## config.mk

```make
export PLATFORM = sky130hd
export DESIGN_NAME = risc32_div
export DESIGN_NICKNAME = d
export VERILOG_FILES = /design/src/rtl/risc32_div_pkg.sv /design/src/rtl/risc32_div_step.sv /design/src/rtl/risc32_div.sv
export SDC_FILE = /design/constraint.sdc
export NUM_CORES = 1
export LEC_CHECK = 0
export CORE_MARGIN = 10
export CORE_UTILIZATION = 45
export DETAILED_ROUTE_END_ITERATION = 10
export MAX_ROUTING_LAYER = met4
export PLACE_DENSITY = 0.67
export SYNTH_ARGS = -nofsm -noshare
export SYNTH_HDL_FRONTEND = slang
export SYNTH_SLANG_ARGS = --single-unit
```

## constraint.sdc

```tcl
create_clock -name clk -period 7.3 [get_ports clk]
set_input_delay 1.825 -clock clk [delete_from_list [all_inputs] [get_ports clk]]
set_output_delay 1.825 -clock clk [all_outputs]
set_load 0.1 [all_outputs]
```

## src/rtl/risc32_div_pkg.sv

```systemverilog
// Shared state encoding and handshake constants for the iterative divider.
package risc32_div_pkg;

    typedef enum logic [1:0] {
        DIV_FREE    = 2'b00,
        DIV_BY_ZERO = 2'b01,
        DIV_ON      = 2'b10,
        DIV_END     = 2'b11
    } div_state_e;

    localparam logic DIV_RESULT_READY     = 1'b1;
    localparam logic DIV_RESULT_NOT_READY = 1'b0;
    localparam logic DIV_START            = 1'b1;
    localparam logic DIV_STOP             = 1'b0;

endpackage

```

## src/rtl/risc32_div_step.sv

```systemverilog
// One combinational restoring-division iteration on the packed {remainder, quotient} word.
module risc32_div_step #(
    parameter int DATA_W = 32
) (
    input  logic [2*DATA_W-1:0] rem_quo,
    input  logic [DATA_W-1:0]   divisor,
    output logic [2*DATA_W-1:0] next_rem_quo
);

    logic [2*DATA_W:0] shifted;
    logic [DATA_W-1:0] diff;
    logic              take;

    // Shift in the next dividend bit, then subtract the divisor when it fits.
    always_comb begin
        shifted = {rem_quo, 1'b0};
        take    = (shifted[2*DATA_W:DATA_W] >= {1'b0, divisor});
        // When the divisor fits, the true difference is below 2^DATA_W, so a
        // DATA_W-bit subtraction is exact.
        diff    = shifted[2*DATA_W-1:DATA_W] - divisor;
        if (take) begin
            next_rem_quo = {diff, shifted[DATA_W-1:1], 1'b1};
        end else begin
            next_rem_quo = shifted[2*DATA_W-1:0];
        end
    end

endmodule

```

## src/rtl/risc32_div.sv

```systemverilog
// Iterative radix-2 restoring divider for DIV/DIVU; result is {remainder, quotient}.
module risc32_div
    import risc32_div_pkg::*;
#(
    parameter int DATA_W = 32
) (
    input  logic                clk,
    input  logic                rst,
    input  logic                signed_i,
    input  logic [DATA_W-1:0]   opdata1_i,
    input  logic [DATA_W-1:0]   opdata2_i,
    input  logic                start_i,
    input  logic                annul_i,
    output logic [2*DATA_W-1:0] result_o,
    output logic                ready_o,
    output logic                busy_o
);

    localparam int               CNT_W    = $clog2(DATA_W) + 1;
    localparam logic [CNT_W-1:0] CNT_LAST = CNT_W'(DATA_W);
    localparam logic [CNT_W-1:0] CNT_ONE  = {{(CNT_W-1){1'b0}}, 1'b1};

    function automatic logic [DATA_W-1:0] neg_if(input logic [DATA_W-1:0] v, input logic neg);
        neg_if = neg ? (~v + {{(DATA_W-1){1'b0}}, 1'b1}) : v;
    endfunction

    div_state_e          state_r;
    div_state_e          state_s;
    logic [CNT_W-1:0]    cnt_r;
    logic [2*DATA_W-1:0] rem_quo_r;
    logic [2*DATA_W-1:0] step_s;
    logic [DATA_W-1:0]   divisor_r;
    logic                neg_quo_r;
    logic                neg_rem_r;
    logic                op1_neg_s;
    logic                op2_neg_s;
    logic                deliver_s;

    assign op1_neg_s = signed_i & opdata1_i[DATA_W-1];
    assign op2_neg_s = signed_i & opdata2_i[DATA_W-1];
    assign deliver_s = (state_r == DIV_END) && (start_i == DIV_START);

    risc32_div_step #(.DATA_W(DATA_W)) u_step (
        .rem_quo      (rem_quo_r),
        .divisor      (divisor_r),
        .next_rem_quo (step_s)
    );

    // State register.
    always_ff @(posedge clk) begin
        if (!rst) begin
            state_r <= DIV_FREE;
        end else begin
            state_r <= state_s;
        end
    end

    // Next-state logic.
    always_comb begin
        state_s = state_r;
        case (state_r)
            DIV_FREE: begin
                if ((start_i == DIV_START) && !annul_i) begin
                    state_s = (opdata2_i == {DATA_W{1'b0}}) ? DIV_BY_ZERO : DIV_ON;
                end else begin
                    state_s = DIV_FREE;
                end
            end
            DIV_BY_ZERO: state_s = DIV_END;
            DIV_ON: begin
                if (annul_i) begin
                    state_s = DIV_FREE;
                end else if (cnt_r == CNT_LAST) begin
                    state_s = DIV_END;
                end else begin
                    state_s = DIV_ON;
                end
            end
            DIV_END: state_s = (start_i == DIV_STOP) ? DIV_FREE : DIV_END;
            default: state_s = DIV_FREE;
        endcase
    end

    // Operand latch, iteration and final sign correction.
    always_ff @(posedge clk) begin
        if (!rst) begin
            cnt_r     <= {CNT_W{1'b0}};
            rem_quo_r <= {(2*DATA_W){1'b0}};
            divisor_r <= {DATA_W{1'b0}};
            neg_quo_r <= 1'b0;
            neg_rem_r <= 1'b0;
        end else begin
            case (state_r)
                DIV_FREE: begin
                    if (state_s == DIV_ON) begin
                        rem_quo_r <= {{DATA_W{1'b0}}, neg_if(opdata1_i, op1_neg_s)};
                        divisor_r <= neg_if(opdata2_i, op2_neg_s);
                        neg_quo_r <= op1_neg_s ^ op2_neg_s;
                        neg_rem_r <= op1_neg_s;
                        cnt_r     <= {CNT_W{1'b0}};
                    end
                end
                DIV_BY_ZERO: rem_quo_r <= {(2*DATA_W){1'b0}};
                DIV_ON: begin
                    if (!annul_i) begin
                        if (cnt_r == CNT_LAST) begin
                            rem_quo_r <= {neg_if(rem_quo_r[2*DATA_W-1:DATA_W], neg_rem_r),
                                          neg_if(rem_quo_r[DATA_W-1:0], neg_quo_r)};
                        end else begin
                            rem_quo_r <= step_s;
                            cnt_r     <= cnt_r + CNT_ONE;
                        end
                    end
                end
                default: rem_quo_r <= rem_quo_r;
            endcase
        end
    end

    // Registered handshake outputs; result is forced to zero whenever not ready.
    always_ff @(posedge clk) begin
        if (!rst) begin
            result_o <= {(2*DATA_W){1'b0}};
            ready_o  <= DIV_RESULT_NOT_READY;
            busy_o   <= 1'b0;
        end else begin
            result_o <= deliver_s ? rem_quo_r : {(2*DATA_W){1'b0}};
            ready_o  <= deliver_s ? DIV_RESULT_READY : DIV_RESULT_NOT_READY;
            busy_o   <= (state_s == DIV_BY_ZERO) || (state_s == DIV_ON);
        end
    end

endmodule

```

Word level (Yosys, flattened, before mapping)
Index checks and enable logic that the tools add are counted.
{"block": "word_totals", "latch_bits": 0, "ram_bits": 0, "n_memories": 0, "regBits": 172, "elab_cells": 68, "input_bits": 69, "romBits": 0}
{"block": "op_classes", "add_sub_neg": 6, "n_eq_ne": 11, "mul": 0, "n_lt_le_gt_ge": 1, "shift": 0, "muxes": 20, "n_div": 0, "n_bitwise": 7, "n_reduce_logical": 13}
{"cell": "$mux 64", "count": 4}
{"cell": "$pmux 64 s3", "count": 1}
{"cell": "$add 32x1->32 const B", "count": 4}
{"cell": "$mux 32", "count": 4}
{"cell": "$not 32->32", "count": 4}
{"cell": "$ge 33x32->1", "count": 1}
{"cell": "$logic_not 32->1", "count": 1}
{"cell": "$sub 32x32->32", "count": 1}
{"cell": "$mux 6", "count": 3}
{"cell": "$pmux 6 s2", "count": 1}
{"cell": "$reduce_and 4->1", "count": 3}
{"cell": "$mux 2", "count": 4}
{"cell": "$pmux 2 s4", "count": 1}
{"cell": "$add 6x1->6 const B", "count": 1}
{"cell": "$eq 2x2->1 const B", "count": 3}
{"cell": "$eq 6x6->1 const B", "count": 1}
{"cell": "$ne 2x2->1 const B", "count": 3}
{"cell": "$ne 3x3->1 const B", "count": 2}
{"cell": "$eq 2x1->1 const B", "count": 2}
{"cell": "$reduce_and 2->1", "count": 2}
{"cell": "$reduce_bool 3->1", "count": 1}
{"cell": "$and 1x1->1", "count": 2}
{"cell": "$logic_and 1x1->1", "count": 2}
{"cell": "$logic_not 2->1", "count": 1}
{"cell": "5 further kinds", "count": 6}

Logic depth before layout (Yosys ltp)
{"block": "logic_depth", "ltp_word": 7, "mapped_depth": 21}

Modules after synthesis
From an unflattened synthesis, not the netlist that was laid out.
{"block": "hier_totals", "hier_cells": 1499, "area_unflattened_um2": 11732.5}
{"module": "risc32_div", "seq_area_each_um2": 3443.3, "instances": 1, "cells_each": 1144, "area_each_um2": 9161.3}
{"module": "risc32_div_step", "seq_area_each_um2": 0.0, "instances": 1, "cells_each": 355, "area_each_um2": 2571.2}

Least setup slack after synthesis
OpenSTA, ideal clock, no wires.
{"block": "synth_timing", "path_type": "input to register", "from": "in opdata2_i[10]", "to": "reg rem_quo_r[33]", "stages": 19, "path_buffers": 2, "slack_ns": 1.140, "arrival_ns": 6.043, "cell_sequence": "or4_4 > or4_4 > nor4b_4 > nand2_2 > or4_4 > or3_1 > o22a_1 > o22a_1 > ha_1 > nor2b_1 > a211o_1 > clkbuf_1 > nor3_1 > nand2_1 > nor2_1 > clkbuf_1 > nand2_1 > o21ai_0 > a31o_2"}
{"block": "synth_via", "elab_chain_len": 7}
{"element": "start, declared", "line_no": "risc32_div.sv:11", "source": "input logic [DATA_W-1:0] opdata2_i,"}
{"element": "$logic_not 32->1", "line_no": "risc32_div.sv:64", "source": "state_s = (opdata2_i == {DATA_W{1'b0}}) ? DIV_BY_ZERO : DIV_ON;"}
{"element": "$mux 2", "line_no": "risc32_div.sv:64"}
{"element": "$mux 2", "line_no": "risc32_div.sv:63", "source": "if ((start_i == DIV_START) && !annul_i) begin"}
{"element": "$pmux 2 s4", "line_no": "risc32_div.sv:61", "source": "case (state_r)"}
{"element": "$eq 2x2->1", "line_no": "risc32_div.sv:95", "source": "if (state_s == DIV_ON) begin"}
{"element": "$ne 2x2->1 (no source line)"}
{"element": "$reduce_and 4->1 (no source line)"}
{"element": "end signal, assigned", "line_no": "risc32_div.sv:96", "source": "rem_quo_r <= {{DATA_W{1'b0}}, neg_if(opdata1_i, op1_neg_s)};"}
{"element": "end signal, assigned", "line_no": "risc32_div.sv:103", "source": "DIV_BY_ZERO: rem_quo_r <= {(2*DATA_W){1'b0}};"}
{"element": "end signal, assigned", "line_no": "risc32_div.sv:107", "source": "rem_quo_r <= {neg_if(rem_quo_r[2*DATA_W-1:DATA_W], neg_rem_r),"}
{"element": "end, declared", "line_no": "risc32_div.sv:30", "source": "logic [2*DATA_W-1:0] rem_quo_r;"}
Every way passes these cells.
A chain may end at the register's enable or synchronous reset.

Worst setup path in the final report
{"block": "layout_timing", "from": "in opdata2_i[10]", "to": "reg rem_quo_r[34]"}
Same word-level chain as after synthesis.

==> impl_metrics.csv <==
group,metric,value,unit
status,status,"finished, final reports clean",
clock_tree,cts_buffer_depth,2,
clock_tree,cts_resized,0,
critical_path,worstSetupPathType,"input port to flop",
routing,drt_iter0_drc,1022,
pwr,power.internal,1.69,mW
clock_tree,ctsHoldBuffers,0,
yosys,synth_edf_count,0,
cells_and_area,drive_above_1_share,4.94,%
pwr,seq_power_share,41.7,%
pwr,vdd.ir_drop.worst,0.111,mV
sta,setup_viol,0,
pwr,power_frac_comb,18.8,%
yosys,synth_nets,1550,
routing,totalWireLength,33000,um
yosys,ys_seq_area_share,31.3,%
cells_and_area,layout_common_cells,"dfxtp_1 (172), nor2_1 (138), clkdlybuf4s50_1 (134)",
sta,worst_pin_slew,1.18,ns
global_route,grt_usage,21.1,%
yosys,async_reset_ff_share,0,%
global_route,grt_max_degree,76,
pwr,fin_total_pwr,2.41,mW
routing,met3_length,2340,um
global_route,grt.overflow.total,0,
routing,vias,10700,
clock_tree,cts_setup_buffers,0,
routing,wl_per_cell,17.7,um
pwr,clock_power_share,39.5,%
pwr,power_density,182,nW/um^2
sta,fin_skew,0.0113,ns
sta,slew_headroom,21.5,%
sta,finalSetupTns,0,ns
yosys,ys_types,69,
cells_and_area,fin_area,13200,um^2
critical_path,rrSetupSlack,3.36,ns
floorplanning,die_width,176,um
global_route,antenna_found_initial,0,
yosys,synthesis.area,11000,um^2
routing,drc,0,
cells_and_area,area_growth,20.1,%
critical_path,crit_path_end_kind,"flop",
routing,wl_met2,14900,um
clock_tree,clk_latency,0.44,ns
yosys,yosys_warnings,0,
critical_path,arrival,6.95,ns
yosys,synth_top_area_share,31.3,%
clock_tree,cts_tree,"built",
routing,top_layer,"met4",
critical_path,crit_required,7.61,ns
pwr,leakagePower,4.95,nW
cells_and_area,layout_commonest_cell,"dfxtp_1",
critical_path,crit_fanout,10,
sta,postLayoutSetupSlackWorst,0.665,ns
clock_tree,cts_buffers,17,
yosys,synthFlopType,"dfxtp_1",
place,place_hpwl,24300,um
sta,rsz0062_at_grt,"false",
routing,vias_per_cell,5.74,
yosys,synth_area_leaders,"dfxtp_1 (31%), ha_1 (5.1%), a21oi_1 (5.0%)",
clock_tree,path_clk_slew,0.07,ns
clock_tree,ctsHtreeMaxLevel,4,
sta,hold_viol_final,0,
routing,ant_nets,0,
global_route,grt_pass1_wl,52300,um
pwr,p_switching,0.722,mW
floorplanning,die_y,176,um
clock_tree,cts_root_buf,"clkbuf_16",
yosys,postSynthCellCount,1435,
floorplanning,die_area,31100,um^2
flow_run,max-cap-violations,0,
sta,period_share,90.9,%
sta,max_freq,0.151,GHz
place,gp_congestion,0.928,
place,dpl_cell_area,12600,um^2
cells_and_area,diodes,0,
worst_hold_path,hold_path_class,"flop to flop",
floorplanning,start_util,45.5,%
critical_path,worst_setup_path_start_kind,"input port",
place,pre_cts_ws,0.214,ns
routing,drtPass1Iterations,6,
clock_tree,cts_sinks,172,
cells_and_area,nFillCells,2289,
floorplanning,num_rows,57,
place,port_buffers,134,
cells_and_area,nets,1641,
cells_and_area,fin_util,54.7,%
global_route,grt_pass1_vias,9986,
sta,slew_violations,0,
yosys,avgSynthCellArea,7.67,um^2
pwr,power_switching_share,29.9,%
yosys,yosys.area.top_type,"dfxtp_1",
floorplanning,core-area,24200,um^2
yosys,synth_seq_cells,172,
floorplanning,io_pins,135,
sta,min_period,6.64,ns
routing,wl_met1,15200,um
[state kept, by name, summed over array words and instances (netlist names)]
register / cells
rem_quo_r: 64
busy_o: 1
state_r: 2
neg_quo_r: 1
divisor_r: 32
neg_rem_r: 1
cnt_r: 6
result_o: 64
ready_o: 1
[routing by layer]
layer,GRT usage (%),vias to the layer above
li1,-,5348
met1,27.7,4949
met2,32.5,356
met3,3.70,43
met4,5.99,0
met5,-,-
[worst max-delay path: stages]
cell,delay [ns]
clkdlybuf4s50_1,0.48
or4_4,0.59
or4_4,0.47
nor4b_4,0.33
nand2_2,0.10
or4_4,0.43
or3_1,0.46
o22a_1,0.23
o22a_1,0.21
ha_1,0.23
nor2b_1,0.26
a211oi_1,0.10
o21ai_1,0.40
a31o_2,0.20
a21oi_1,0.08
and2_1,0.18
a2111oi_0,0.38
[path summary, 6_finish.rpt]
kind	startpoint	endpoint	depth (start not counted)
worst max-delay path	opdata2_i[10]	rem_quo_r[34]	17
worst min-delay path	divisor_r[20]	divisor_r[20]	2
worst max register to register	cnt_r[0]	rem_quo_r[51]	15
worst min register to register	divisor_r[20]	divisor_r[20]	2
[cells by family (layout without fill, tap and decap cells)]
logic type               after synthesis  count (layout)  share of synthesized area, %
AND/OR/NAND/NOR                      526             526                          23.9
XOR/XNOR                             105             105                          8.35
adder cells (fa/ha/maj)               46              46                          5.30
multiplexers                          17              17                          1.56
buffers and inverters                145             249                          4.98
AO/OA/AOI/OAI                        424             424                          24.6
flip-flops                           172             172                          31.3
[power groups by stage]
stage | clock (mW) | combinational [mW] | sequential [mW]
floorplan | 0 | 0.317 | 1.01
global placement | 0 | 0.442 | 1.03
detailed placement | 0 | 0.448 | 1.03
CTS | 0.971 | 0.451 | 1.01
global route | 1.01 | 0.505 | 1.01
finish | 0.952 | 0.454 | 1.01
[cell type report]
type                    count  area (um^2)  area share, %
clock inverters            14          173           1.31
repair buffers            155         1500           11.3
flip-flops and latches    172         3440           26.0
inverters                  62          233           1.76
clock buffers              18          439           3.32
well taps                 324          405           3.06
multi-input cells        1118         7040           53.2
[synth_stat cells (4+ instances only)]
cell type	n
a211oi_1	32
a21o_1	15
a21oi_1	109
a22oi_1	17
a311oi_1	6
a31o_2	5
a31oi_1	28
a32o_1	5
and2_1	74
and3_1	6
buf_1	7
clkbuf_1	73
dfxtp_1	172
ha_1	45
inv_1	62
mux2i_1	16
nand2_1	133
nand2b_1	11
nand3_1	22
nand3b_1	9
nand4_1	15
nor2_1	139
nor2b_1	14
nor3_1	37
nor4_1	22
o211ai_1	12
o21a_1	6
o21ai_0	104
o21bai_1	4
o221ai_1	22
o22a_1	8
o22ai_1	5
o31ai_1	14
o41ai_1	7
or3_1	15
or4_1	10
xnor2_1	61
xor2_1	44
[metrics by stage]
| step | hold WS (ns) | std cells |
|---|---|---|
| global route | 0.490 | 1863 |
| detailed placement | 0.452 | 1831 |
| CTS | 0.459 | 1863 |
| floorplan | 0.432 | 1435 |
| finish | 0.457 | 1863 |
| global placement | 0.442 | 1831 |
(Power assumes the default switching activity.)
